**src/rtl/tictactoe_pkg.sv**
```systemverilog
// Shared tic-tac-toe definitions: engine status codes, grid squares and
// the move-arbiter state encoding.
`timescale 1ns/1ps
package tictactoe_pkg;

  localparam logic [7:0] ASCII_NONE = 8'h6E;  // 'n' game in progress
  localparam logic [7:0] ASCII_ERR  = 8'h45;  // 'E' square occupied
  localparam logic [7:0] ASCII_XWIN = 8'h58;  // 'X'
  localparam logic [7:0] ASCII_OWIN = 8'h4F;  // 'O'
  localparam logic [7:0] ASCII_CATS = 8'h43;  // 'C'

  localparam int GRID_N = 9;

  // Grid bit 8 is top-left, bit 0 is bottom-right, row-major.
  localparam logic [GRID_N-1:0] SQ_TL = 9'h100;
  localparam logic [GRID_N-1:0] SQ_TC = 9'h080;
  localparam logic [GRID_N-1:0] SQ_TR = 9'h040;
  localparam logic [GRID_N-1:0] SQ_ML = 9'h020;
  localparam logic [GRID_N-1:0] SQ_MC = 9'h010;
  localparam logic [GRID_N-1:0] SQ_MR = 9'h008;
  localparam logic [GRID_N-1:0] SQ_BL = 9'h004;
  localparam logic [GRID_N-1:0] SQ_BC = 9'h002;
  localparam logic [GRID_N-1:0] SQ_BR = 9'h001;

  localparam int               TALLY_W   = 4;
  localparam logic [TALLY_W-1:0] TALLY_MAX = 4'hF;

  typedef enum logic [2:0] {
    IDLE,
    WAIT_TURN,
    ISSUE,
    HOLD,
    RESULT,
    GAME_OVER,
    MATCH_END
  } arb_state_e;

endpackage

```
**src/rtl/onehot9_check.sv**
```systemverilog
// Flags a grid selection that names exactly one square.
`timescale 1ns/1ps
module onehot9_check
  import tictactoe_pkg::*;
(
  input  logic [GRID_N-1:0] vec,
  output logic              onehot
);

  assign onehot = (vec != '0) && ((vec & (vec - 1'b1)) == '0);

endmodule

```
**src/rtl/tictactoe_move_arbiter.sv**
```systemverilog
// Serialises X/O move requests into engine strobes, tracks results and
// keeps the match tallies.
`timescale 1ns/1ps
module tictactoe_move_arbiter
  import tictactoe_pkg::*;
#(
  parameter int WINS_TO_MATCH = 3,
  parameter int PAUSE_CYC     = 4
) (
  input  logic                clk,
  input  logic                reset,
  input  logic                reqX,
  input  logic                reqO,
  input  logic [GRID_N-1:0]   posX,
  input  logic [GRID_N-1:0]   posO,
  input  logic                turnX,
  input  logic                turnO,
  input  logic [7:0]          game_st_ascii,
  output logic [GRID_N-1:0]   sel_pos,
  output logic                buttonX,
  output logic                buttonO,
  output logic                game_reset,
  output logic                ackX,
  output logic                ackO,
  output logic                nackX,
  output logic                nackO,
  output logic [TALLY_W-1:0]  scoreX,
  output logic [TALLY_W-1:0]  scoreO,
  output logic [TALLY_W-1:0]  cats,
  output logic                match_done
);

  localparam int                PW         = (PAUSE_CYC > 1) ? $clog2(PAUSE_CYC) : 1;
  localparam logic [PW-1:0]     PAUSE_LAST = PW'(PAUSE_CYC - 1);
  localparam logic [TALLY_W-1:0] WIN_CNT   = TALLY_W'(WINS_TO_MATCH);

  function automatic logic [TALLY_W-1:0] sat_inc(input logic [TALLY_W-1:0] v);
    return (v == TALLY_MAX) ? v : v + 1'b1;
  endfunction

  arb_state_e          state_q, state_d;
  logic [GRID_N-1:0]   sel_q, sel_d;
  logic                srv_x_q, srv_x_d;
  logic                hold_q, hold_d;
  logic [PW-1:0]       pause_q, pause_d;
  logic [TALLY_W-1:0]  scx_q, scx_d, sco_q, sco_d, cats_q, cats_d;

  logic                serve_x, serve_o, pos_ok;
  logic [GRID_N-1:0]   srv_pos;
  logic                btnx_c, btno_c, ackx_c, acko_c, nackx_c, nacko_c, gr_c, done_c;

  // The turn owner wins any tie; the other side simply stays pending.
  assign serve_x = turnX & reqX;
  assign serve_o = ~turnX & turnO & reqO;
  assign srv_pos = serve_x ? posX : posO;

  onehot9_check u_onehot (
    .vec    (srv_pos),
    .onehot (pos_ok)
  );

  always_ff @(posedge clk) begin
    if (reset) begin
      state_q <= IDLE;
      hold_q  <= 1'b0;
      pause_q <= '0;
      scx_q   <= '0;
      sco_q   <= '0;
      cats_q  <= '0;
    end else begin
      state_q <= state_d;
      hold_q  <= hold_d;
      pause_q <= pause_d;
      scx_q   <= scx_d;
      sco_q   <= sco_d;
      cats_q  <= cats_d;
    end
  end

  always_ff @(posedge clk) begin
    sel_q   <= sel_d;
    srv_x_q <= srv_x_d;
  end

  always_comb begin
    state_d = state_q;
    sel_d   = sel_q;
    srv_x_d = srv_x_q;
    hold_d  = hold_q;
    pause_d = pause_q;
    scx_d   = scx_q;
    sco_d   = sco_q;
    cats_d  = cats_q;
    btnx_c  = 1'b0;
    btno_c  = 1'b0;
    ackx_c  = 1'b0;
    acko_c  = 1'b0;
    nackx_c = 1'b0;
    nacko_c = 1'b0;
    gr_c    = 1'b0;
    done_c  = 1'b0;
    case (state_q)
      IDLE: begin
        gr_c    = 1'b1;
        state_d = WAIT_TURN;
      end
      WAIT_TURN: begin
        if (serve_x || serve_o) begin
          if (!pos_ok) begin
            nackx_c = serve_x;
            nacko_c = serve_o;
          end else begin
            sel_d   = srv_pos;
            srv_x_d = serve_x;
            state_d = ISSUE;
          end
        end
      end
      ISSUE: begin
        btnx_c  = srv_x_q;
        btno_c  = ~srv_x_q;
        hold_d  = 1'b0;
        state_d = HOLD;
      end
      HOLD: begin
        if (hold_q) state_d = RESULT;
        else        hold_d  = 1'b1;
      end
      RESULT: begin
        ackx_c  = srv_x_q;
        acko_c  = ~srv_x_q;
        pause_d = '0;
        state_d = GAME_OVER;
        case (game_st_ascii)
          ASCII_NONE: state_d = WAIT_TURN;
          ASCII_XWIN: scx_d   = sat_inc(scx_q);
          ASCII_OWIN: sco_d   = sat_inc(sco_q);
          ASCII_CATS: cats_d  = sat_inc(cats_q);
          default: begin
            ackx_c  = 1'b0;
            acko_c  = 1'b0;
            nackx_c = srv_x_q;
            nacko_c = ~srv_x_q;
            state_d = WAIT_TURN;
          end
        endcase
      end
      GAME_OVER: begin
        if (pause_q == PAUSE_LAST)
          state_d = ((scx_q == WIN_CNT) || (sco_q == WIN_CNT)) ? MATCH_END : IDLE;
        else
          pause_d = pause_q + 1'b1;
      end
      MATCH_END: done_c = 1'b1;
      default:   state_d = IDLE;
    endcase
  end

  // Reset overrides every output combinationally, not just from the next edge.
  assign sel_pos    = (!reset && (state_q == ISSUE || state_q == HOLD || state_q == RESULT))
                      ? sel_q : '0;
  assign buttonX    = ~reset & btnx_c;
  assign buttonO    = ~reset & btno_c;
  assign ackX       = ~reset & ackx_c;
  assign ackO       = ~reset & acko_c;
  assign nackX      = ~reset & nackx_c;
  assign nackO      = ~reset & nacko_c;
  assign game_reset = reset | gr_c;
  assign match_done = ~reset & done_c;
  assign scoreX     = reset ? '0 : scx_q;
  assign scoreO     = reset ? '0 : sco_q;
  assign cats       = reset ? '0 : cats_q;

endmodule

```
**config.mk**
```make
export PLATFORM = sky130hd
export DESIGN_NAME = tictactoe_move_arbiter
export DESIGN_NICKNAME = d
export VERILOG_FILES = /design/src/rtl/tictactoe_pkg.sv /design/src/rtl/onehot9_check.sv /design/src/rtl/tictactoe_move_arbiter.sv
export SDC_FILE = /design/constraint.sdc
export NUM_CORES = 1
export LEC_CHECK = 0
export ABC_AREA = 1
export BUFFER_PORTS_ARGS = -buffer_cell sky130_fd_sc_hd__buf_2
export CORE_MARGIN = 2
export CORE_UTILIZATION = 30
export DETAILED_ROUTE_END_ITERATION = 12
export SLEW_MARGIN = 20
export SYNTH_ARGS = -nofsm -noshare
export SYNTH_HDL_FRONTEND = slang
export SYNTH_HIERARCHICAL = 1
export SYNTH_SLANG_ARGS = --single-unit
export TNS_END_PERCENT = 5
```
**constraint.sdc**
```tcl
create_clock -name clk -period 2.2 [get_ports clk]
set_input_delay 0.22 -clock clk [delete_from_list [all_inputs] [get_ports clk]]
set_output_delay 0.22 -clock clk [all_outputs]
set_load 0.02 [all_outputs]
```
==> metrics.txt <==
relative slew slack=roughly three quarters; die area=~7000 µm²; worst-case clock buffer depth=2; hold_buf cts=0; CTS tree=yes; Tightest Pin Transition=370.4 ps; # port buffers=60; postcts setup bufs=0; met3 usage=roughly 1.9%; via count=roughly 1.9k; Synth Flop Type=dfxtp_1; Remaining DRCs=0; ys async rst share=0%; first-pass GRT wire length=roughly 7.5 mm; WS Path Type=in -> out; Seq/Total Area, Yosys=between 30% and 40%; CP bufs+invs=5; PwrDens=~470 nW/µm²; CTS buffer count=3; RePlAce Congestion=0.8602; syn_area_per_cell=about 6.4 µm²; I/O Pins=between 60 and 70; Initial Util=between 30% and 40%; fin worst setup slack=about 160 ps; synth top area cells=dfxtp_1, nand2_1, edfxtp_1; Placed Area=2301 µm²; area added between synthesis and finish=24.00%; Layout Nets=between 300 and 400; LEAKAGE=roughly 1.2 nW; share of post-route cells with drive strength above 1=a little over a quarter; Clock Power Share=roughly a quarter; setup violators final=0; Iter 0 DRT Violations=85; Ys Warns=6; WP depth=16; Worst Hold Depth=3; Routed WL=4.325 mm; met2 Use GR=between 20% and 30%; Mapped Cells=296; slowest stage delay, CP=between 200 and 250 ps; Req. time, crit path=approximately 2000 ps; ANT cells=0; clk_skew=about 9.8 ps; Die Ht=about 84 µm; largest net degree at the start of global routing=28; Die X=~84 µm; Top cell by count, worst path=nand2_1; critical path startpoint category=primary input; Sw Share=31.09%; mapped cell area=1908 µm²; commonest non-fill, non-tap cell in the layout=nand2_1; Worst-Skew Late Latency=between 200 and 300 ps; global route hottest layer=met2; Synth top area share=a little under a fifth; Pint=0.7678 mW; routing usage on met1=between 10% and 20%; Post-CTS Resized=0; Root Driver=clkbuf_8; number of iterations in the first detailed-routing pass=4; All-Layer GR Usage=12.81%; commonest cells after routing, fill and taps aside=nand2_1, buf_2, inv_1; Place WS=~84 ps; Core Box Area=6241 µm²; hpwl dp=3.467 mm; wire per inst=approximately 10 µm; count of final max-slew check failures=0; Clock transition at path regs=~100 ps; Max stage delay cell, worst path=or2_1; delay-heaviest family, CP=simple AND/OR/NAND/NOR gates; combinational power share=23.3%; worst endpoint data arrival time=between 1500 and 2000 ps; post-route minimum period=a little over 2000 ps; Routed Antenna Nets=0; Seq cells post-synth=28; Post-synth EDFFs=10; CP Capture Type=output port; Tcrit/Tclk final=just over 90%; Fill cells=~680; Via density=4.410; initial antenna violation count=0; sequential share of power=approximately half; clk sink count=28; total grt overflow=0; Max-cap violations=0; final hold violation count=0; H-tree depth=1; Peak supply drop=~270 µV; syn nets=between 300 and 400; RSZ-0062 raised after global routing=no; Peak Freq=just under 500 MHz; Synth area leader=dfxtp_1; status=complete, no violations; number of global-route vias before repair=1755; Rows=29; Reg2Reg Depth=6; Hold Crit Class=in -> reg; NetSw=0.3463 mW; Synth cell types=30; post-route cell area=2366 µm²; maximum fanout along the worst path=10; critical path, cell by cell=buf_2 -> nand2_2 -> buf_6 -> nand2_1 -> nand2_1 -> nor2_1 -> nand2_1 -> inv_2 -> nand3b_1 -> nand2_1 -> nor2_1 -> inv_1 -> nand2_1 -> or2_1 -> a21oi_2 -> buf_4
synthesized netlist by cell type, types with 2 or more instances:
| cell type | number |
|---|---|
| inv_1 | 46 |
| xor2_1 | 3 |
| nand2_1 | 83 |
| nand3_2 | 2 |
| buf_2 | 2 |
| nand4_1 | 2 |
| dfxtp_1 | 18 |
| o21ai_1 | 7 |
| a31oi_4 | 2 |
| nor2_2 | 5 |
| edfxtp_1 | 10 |
| a21oi_1 | 18 |
| inv_2 | 7 |
| ha_1 | 4 |
| nor2_1 | 40 |
| o21ai_0 | 5 |
| buf_1 | 3 |
| nor3_1 | 6 |
| nand3_1 | 21 |
| nand2_2 | 2 |
per-layer routing:
metal / vias up / part of all wire [%]
met3: 4 / 5.6
met5: - / 0
met1: 813 / 49
met4: 0 / 1.1
met2: 52 / 44
li1: 1045 / -
power groups by stage:
stage,Clock (mW),Sequential [mW],Combinational [mW]
2_1_floorplan,0,0.567,0.191
3_5_place_dp,0,0.574,0.256
3_3_place_gp,0,0.574,0.254
6_report,0.293,0.562,0.259
5_1_grt,0.320,0.565,0.298
4_1_cts,0.301,0.562,0.256
final timing paths:
kind	from	endpoint	slack, ps
worst max-delay path	turnX	nackO	160
worst min-delay path	posX[8]	sel_q[8]	250
worst max register to register	state_q[0]	sco_q[2]	840
worst min register to register	sco_q[3]	sco_q[3]	480
cell type report:
cell class	count	area, µm²	area share [%]
multi-input combinational	208	1026	43.36
sequential	28	660.6	27.92
timing repair buffer	64	336.6	14.23
inverter	53	201.4	8.514
tap	77	96.34	4.072
clock buffer	3	41.29	1.745
clock inverter	1	3.754	0.1586
stage by stage:
step | instances | setup TNS [ps] | power (mW) | util [%] | hold WS [ps]
3_5_place_dp | 430 | 0 | 0.8299 | 36.87 | 458.6
6_report | 434 | 0 | 1.114 | 37.91 | 254.1
2_1_floorplan | 296 | -37.51 | 0.7575 | - | 429.0
5_1_grt | 434 | 0 | 1.184 | 37.91 | 273.3
3_3_place_gp | 430 | 0 | 0.8278 | 36.87 | 449.3
4_1_cts | 434 | 0 | 1.120 | 37.59 | 252.8
flip-flops by register name, indices dropped and copies added (netlist names):
name     count
hold_q       1
srv_x_q      1
state_q      3
sel_q        9
sco_q        4
pause_q      2
cats_q       4
scx_q        4
tightest hold or removal path, delay by kind of cell:
family	cells	cell delay [ps]
buffers and inverters	1	70
and+or+nand+nor	2	120
logic make-up (layout without fill, tap and decap cells):
group                    Yosys count  in the layout  synth area share, %
adder cells (fa/ha/maj)            4              4                2.623
buffers and inverters             60            121                12.33
flip-flops                        28             28                34.62
AO/OA/AOI/OAI                     35             35                11.34
XOR/XNOR                           3              3                1.377
AND/OR/NAND/NOR                  166            166                37.70
No activity file was read; power rests on OpenSTA's default activity.
